### src/rtl/demux_tdm.sv
// TDM receive demultiplexer: serial slot stream back to N parallel channels.
// Frames align on frame_sync; dout updates only on a complete frame.
module demux_tdm #(
  parameter int SEL_W = 3
) (
  input  logic                    clk,
  input  logic                    reset,
  input  logic                    din,
  input  logic                    din_valid,
  input  logic                    frame_sync,
  output logic [(2**SEL_W)-1:0]   dout,
  output logic                    frame_valid,
  output logic [SEL_W-1:0]        slot,
  output logic                    locked,
  output logic                    sync_err
);

  localparam int N = 2**SEL_W;

  typedef enum logic [0:0] {
    HUNT,
    LOCKED
  } state_t;

  state_t           state;
  logic [N-2:0]     ch;
  logic [N-2:0]     ch_wr;
  logic [N-2:0]     ch_first;
  logic             slot_zero;
  logic             slot_last;
  logic             early;
  logic             missing;
  logic             last;

  assign slot_zero = (slot == '0);
  assign slot_last = (slot == SEL_W'(N - 1));
  assign early     = frame_sync & ~slot_zero;
  assign missing   = ~frame_sync & slot_zero;
  assign last      = ~frame_sync & slot_last;

  always_comb begin
    ch_wr = ch;
    for (int i = 0; i < N - 1; i++) begin
      if (slot == SEL_W'(i)) ch_wr[i] = din;
    end
  end

  // Start of a fresh frame: everything but slot 0 cleared.
  always_comb begin
    ch_first    = '0;
    ch_first[0] = din;
  end

  always_ff @(posedge clk) begin
    if (reset) begin
      state       <= HUNT;
      slot        <= '0;
      ch          <= '0;
      dout        <= '0;
      frame_valid <= 1'b0;
      sync_err    <= 1'b0;
      locked      <= 1'b0;
    end else begin
      frame_valid <= 1'b0;
      sync_err    <= 1'b0;
      if (din_valid) begin
        unique case (state)
          HUNT: begin
            if (frame_sync) begin
              ch     <= ch_first;
              slot   <= SEL_W'(1);
              state  <= LOCKED;
              locked <= 1'b1;
            end
          end
          LOCKED: begin
            unique case (1'b1)
              early: begin
                sync_err <= 1'b1;
                ch       <= ch_first;
                slot     <= SEL_W'(1);
              end
              missing: begin
                sync_err <= 1'b1;
                state    <= HUNT;
                locked   <= 1'b0;
              end
              last: begin
                dout        <= {din, ch};
                frame_valid <= 1'b1;
                slot        <= slot + SEL_W'(1);
              end
              default: begin
                ch   <= ch_wr;
                slot <= slot + SEL_W'(1);
              end
            endcase
          end
          default: state <= HUNT;
        endcase
      end
    end
  end

endmodule

### config.mk
export PLATFORM = sky130hd
export DESIGN_NAME = demux_tdm
export DESIGN_NICKNAME = d
export VERILOG_FILES = /design/src/rtl/demux_tdm.sv
export SDC_FILE = /design/constraint.sdc
export NUM_CORES = 1
export LEC_CHECK = 0
export ABC_AREA = 0
export BUFFER_PORTS_ARGS = -buffer_cell sky130_fd_sc_hd__buf_2
export CORE_MARGIN = 4
export CORE_UTILIZATION = 25
export DETAILED_ROUTE_END_ITERATION = 12
export GPL_ROUTABILITY_DRIVEN = 0
export GPL_TIMING_DRIVEN = 1
export MAX_ROUTING_LAYER = met4
export PLACE_DENSITY_LB_ADDON = 0.1
export RECOVER_POWER = 100
export SETUP_SLACK_MARGIN = 0.3
export SYNTH_ARGS = -nofsm -noshare
export SYNTH_HDL_FRONTEND = slang
export SYNTH_SLANG_ARGS = --single-unit
### constraint.sdc
create_clock -name clk -period 2.1 [get_ports clk]
set_input_delay 0.105 -clock clk [delete_from_list [all_inputs] [get_ports clk]]
set_output_delay 0.105 -clock clk [all_outputs]
set_load 0.05 [all_outputs]
==> impl_metrics.ini, run 1 <==
[floorplan]
num_io_pins = 19
initial_core_util_pct = 26.5
die_h_um = 74.1
die_area_sq_mm = 0.00549
die_w_um = 74.1
rows = 23
core_sq_mm = 0.00412

[timing]
finalSetupViolCount = 0
finalSetupTns_ns = 0
drv_slew = 0
fin_crit_sh_pct = 89.5
max_freq_mhz = 532
tightest_slew_ns = 0.606
skew_ns = 0.00715
fin_hold_ws_ns = 0.111
final_hold_viol_count = 0
grt_setup_unrepaired = yes
min_period_ns = 1.88
max-slew-margin-rel_pct = 59.8
fin_ws_ns = 0.220

[clock_network]
clk_path_buf_depth = 2
numCtsBuffers = 3
clkLatencyLatePin_ns = 0.27
clock-root-buffer = clkbuf_8
postCtsHoldBufs = 0
clk_pin_slew_ns = 0.09
cts_tree = yes
cts_max_level = 1
clock_sinks = 22

[drt]
drc = 0
postRouteAntennaNets = 0
first_iter_violations = 89
vias = 956
viasPerCell = 4.83
first_pass_iters = 4
drt-wirelength-per-cell_um = 13.5
routed_wl_mm = 2.67

[synth]
syn_nets = 141
ys.flop_type = dfxtp_1
ys_ff_latch = 22
syn_avg_cell_area_sq_um = 8.53
netlist_instances = 128
synth_warnings = 0
yosys.cell_types.count = 30
synth_edf_count = 0
yosysSeqAreaShare_pct = 40.3
syn_area_sq_mm = 0.00109
synthArstFlopShare_pct = 0

[critical_path]
cpMostUsedCell = ha_4
critPathMaxStageDelay_ns = 0.51
worstRegToRegCells = 8
start_kind = register
critPathCaptureType = register
critical-path-slowest-cell = or4_1
critPathKind = reg -> reg
crit_chain = inv_4 -> ha_4 -> nand2_4 -> inv_2 -> ha_4 -> a21bo_1 -> or4_1 -> a21oi_1
worstPathMaxFanout = 5
crit_required_ns = 2.30
cp_data_arrival_time_ns = 2.08

[power_and_ir_drop]
vdd_drop_max_mv = 0.372
power_density_mw_per_mm2 = 644
leakage_nw = 0.500

[layout]
fillers = 458
multi_input_area_sq_um = 618
seq_area_sq_um = 448
final_area_sq_mm = 0.00135
n_antenna_cell = 0
syn2layout_area_growth_pct = 23.3
layout.cells.most_common = nand2_1
layout_common_cells = 23 x nand2_1, 20 x dfxtp_1, 14 x a21oi_1, 14 x clkbuf_1
nNetsFinal = 162
post_route_cells_drive_above_1_share_pct = 19.6

[global_routing]
grt_pass1_vias = 927
antenna_found_initial = 0
grt_use_total_pct = 10.4
grt_max_degree = 22
grt_pass1_wl_mm = 4.32
gr-total-overflow = 0

[job]
cap_viol_max_count = 0

[hold_path]
hold-path-cell-count = 3
hp-class = in -> reg

[placed_design]
postPlaceCellArea_sq_mm = 0.00124
port_buffers = 18
dp_slack_ns = 0.331
dp_hpwl_mm = 1.84

[status]
outcome = complete, no violations
## power by group
part,switching [mW],leakage [nW],total (mW),internal (mW)
clock,0.145,0.0288,0.312,0.167
combinational,0.0735,0.291,0.123,0.0500
sequential,0.0105,0.180,0.432,0.421
total,0.229,0.500,0.867,0.639
## per-layer routing
metal | share of wire (%) | up-vias | global-route usage [%]
met1 | 45 | 447 | 11.9
met5 | 0 | - | -
met2 | 50 | 13 | 17.7
met4 | 1.9 | 0 | 3.02
met3 | 3.3 | 7 | 2.84
li1 | - | 489 | -
## sequential cells by signal (all words and copies together), names as in the netlist
register     flops
slot             3
ch               7
frame_valid      1
dout             8
locked           1
state            1
sync_err         1
## critical path, delay by kind of cell, from the launching register on
kind / cells / cell delay (ns)
buffers and inverters: 2 / 0.11
flip-flops: 1 / 0.46
adder cells (fa/ha/maj): 2 / 0.33
AO/OA/AOI/OAI: 2 / 0.34
AND/OR/NAND/NOR: 2 / 0.57
## Yosys cell counts, drive strengths merged, types with 2 or more instances
library cell,number,area share [%]
o221ai,3,2.4
o221a,3,3.1
buf,3,1.9
a21oi,14,6.4
nand2,24,8.2
o32ai,3,2.4
a32o,3,2.7
clkbuf,6,2.1
nor2b,5,2.9
and2,3,1.7
dfxtp,22,40
nor3,2,0.92
o21ai,2,0.92
inv,9,3.1
nand4b,2,1.6
ha,8,9.2
nor2,4,1.4
## repair_timing
| action | CTS | global route |
|---|---|---|
| gates resized for setup | 0 | 12 |
| endpoints found under the setup margin | 0 | 5 |
| buffers inserted | 0 | 5 |
| endpoints found under the hold margin | 0 | 0 |
## final timing paths
check / startpoint / endpoint / slack (ns)
max: slot[0]$_SDFFE_PP0P_ / slot[2]$_SDFFE_PP0P_ / 0.22
min: din / dout[7]$_SDFFE_PP0P_ / 0.11
max reg2reg: slot[0]$_SDFFE_PP0P_ / slot[2]$_SDFFE_PP0P_ / 0.22
min reg2reg: dout[6]$_SDFFE_PP0P_ / dout[6]$_SDFFE_PP0P_ / 0.46
## logic make-up after synthesis
kind of cell	synth area share, %
flip-flops	40.3
buffers and inverters	7.10
AO/OA/AOI/OAI	22.1
adder cells (fa/ha/maj)	9.16
AND/OR/NAND/NOR	21.3
## final cells by class
| type | count | share of cell area (%) |
|---|---|---|
| Sequential cell | 22 | 33.3 |
| Inverter | 9 | 2.70 |
| Clock buffer | 4 | 4.09 |
| Multi-Input combinational cell | 88 | 45.9 |
| Timing Repair Buffer | 25 | 9.39 |
| Tap cell | 50 | 4.65 |
## metrics by stage
step / util (%) / std cells / power, mW
global route: 32.7 / 198 / 0.911
floorplan: - / 128 / 0.523
CTS: 31.5 / 193 / 0.864
finish: 32.7 / 198 / 0.867
global placement: 30.2 / 189 / 0.549
detailed placement: 30.2 / 189 / 0.549
No activity file was read; power rests on OpenSTA's default activity.
==> run 2: changes to the inputs <==
--- a/config.mk
+++ b/config.mk
@@ -13,9 +13,9 @@
 export GPL_ROUTABILITY_DRIVEN = 0
 export GPL_TIMING_DRIVEN = 1
 export MAX_ROUTING_LAYER = met4
-export PLACE_DENSITY_LB_ADDON = 0.1
 export RECOVER_POWER = 100
 export SETUP_SLACK_MARGIN = 0.3
+export SKIP_CTS_REPAIR_TIMING = 1
 export SYNTH_ARGS = -nofsm -noshare
 export SYNTH_HDL_FRONTEND = slang
 export SYNTH_SLANG_ARGS = --single-unit
==> run 2 against run 1 <==
Effect of this change: critical path depth stayed put; worst hold slack worse by 0.017 ns; utilization is 0.12 points lower; largest cell class unchanged.
==> impl_metrics.ini, run 2 (synthesis gave the netlist of run 1 again) <==
[status]
outcome = complete, no violations

[layout]
nNetsFinal = 161
largest_reg_flops = 8
layout.cells.most_common = nand2_1
post_route_cells_drive_above_1_share_pct = 19.7
syn2layout_area_growth_pct = 22.8
layout_common_cells = 23 x nand2_1, 20 x dfxtp_1, 14 x a21oi_1, 14 x clkbuf_1, 7 x inv_1
largestRegisters = dout (8), ch (7), slot (3)
n_antenna_cell = 0
fin_util_pct = 32.6
instances_no_fill = 197
final_area_sq_mm = 0.00134
fillers = 466
top_register = dout

[job]
cap_viol_max_count = 0

[drt]
first_iter_violations = 55
drc = 0
vias = 929
viasPerCell = 4.72
drt-wirelength-per-cell_um = 12.5
routed_wl_mm = 2.45
first_pass_iters = 4
postRouteAntennaNets = 0

[critical_path]
crit_required_ns = 2.30
critPathKind = reg -> reg
worstPathMaxFanout = 5
critPathCaptureType = register
cp_data_arrival_time_ns = 2.08
crit_chain = inv_4 -> ha_4 -> nand2_4 -> inv_1 -> ha_4 -> a21bo_1 -> or4_4 -> a21oi_1
cpMostUsedCell = ha_4
start_kind = register
critical-path-slowest-cell = or4_4
worstRegToRegCells = 8
critPathMaxStageDelay_ns = 0.51

[power_and_ir_drop]
p_comb_share_pct = 13.9
vdd_drop_max_mv = 0.205
power_density_mw_per_mm2 = 639
seqPwrFrac_pct = 50.4
swShare_pct = 25.7
p_switching_mw = 0.220
leakage_nw = 0.497
p_clk_share_pct = 35.7
internal-power_mw = 0.637
fin_total_pwr_mw = 0.858

[clock_network]
clk_path_buf_depth = 2
clock-root-buffer = clkbuf_8
cts_max_level = 1
cts_tree = yes
numCtsBuffers = 3
clkLatencyLatePin_ns = 0.27
clk_pin_slew_ns = 0.08
clock_sinks = 22

[timing]
min_period_ns = 1.89
skew_ns = 0.00456
final_hold_viol_count = 0
drv_slew = 0
tightest_slew_ns = 0.613
max-slew-margin-rel_pct = 59.3
max_freq_mhz = 530
fin_ws_ns = 0.214
fin_hold_ws_ns = 0.0935
finalSetupTns_ns = 0
finalSetupViolCount = 0
grt_setup_unrepaired = yes
fin_crit_sh_pct = 89.8

[global_routing]
grt_pass1_vias = 888
grt_use_total_pct = 9.78
grt_max_degree = 22
gr-total-overflow = 0
antenna_found_initial = 0
grt_pass1_wl_mm = 4.04

[placed_design]
dp_slack_ns = 0.288
dp_hpwl_mm = 1.73
port_buffers = 18
dp_cells = 189
postPlaceCellArea_sq_mm = 0.00124

[floorplan]
rows = 23
die_h_um = 74.1
num_io_pins = 19
die_w_um = 74.1
die_area_sq_mm = 0.00549
initial_core_util_pct = 26.5
core_sq_mm = 0.00412

[hold_path]
hold-path-cell-count = 3
hp-class = in -> reg
==> run 2: changes by cell type in the layout (fill, tap and decap cells not counted), sizes merged <==
cell	previous run	this run
buf	9	10
clkbuf	20	18
==> run 2: per-layer routing <==
| layer | up-vias | share of wire [%] | GRT usage [%] |
|---|---|---|---|
| met3 | 4 | 5.2 | 3.24 |
| met1 | 427 | 47 | 11.6 |
| li1 | 484 | - | - |
| met4 | 0 | 0.77 | 3.02 |
| met2 | 14 | 47 | 15.6 |
| met5 | - | 0 | - |
==> run 2: layout make-up <==
| class | count | area [sq um] | share of cell area [%] |
|---|---|---|---|
| clock buffer | 4 | 55.1 | 4.10 |
| timing repair buffer | 24 | 118 | 8.77 |
| tap | 50 | 62.6 | 4.66 |
| inverter | 9 | 36.3 | 2.71 |
| sequential | 22 | 445 | 33.2 |
| multi-input combinational | 88 | 624 | 46.5 |
==> run 2: final timing paths <==
kind	from	endpoint	slack, ns
worst max-delay path	slot[0]$_SDFFE_PP0P_	slot[2]$_SDFFE_PP0P_	0.21
worst min-delay path	din	dout[7]$_SDFFE_PP0P_	0.09
worst max register to register	slot[0]$_SDFFE_PP0P_	slot[2]$_SDFFE_PP0P_	0.21
worst min register to register	dout[7]$_SDFFE_PP0P_	dout[7]$_SDFFE_PP0P_	0.46
==> run 2: critical path, delay by kind of cell (launching register included) <==
kind | cells | cell delay (ns)
compound gates | 2 | 0.35
fa+ha+maj | 2 | 0.33
buf+inv | 2 | 0.13
flops | 1 | 0.45
simple gates | 2 | 0.56
==> run 2: power groups by stage <==
stage	Combinational [mW]	Clock (mW)	Sequential (mW)
2_1_floorplan	0.0693	0	0.454
3_3_place_gp	0.107	0	0.441
3_5_place_dp	0.106	0	0.442
4_1_cts	0.106	0.317	0.432
5_1_grt	0.133	0.336	0.434
6_report	0.119	0.306	0.432
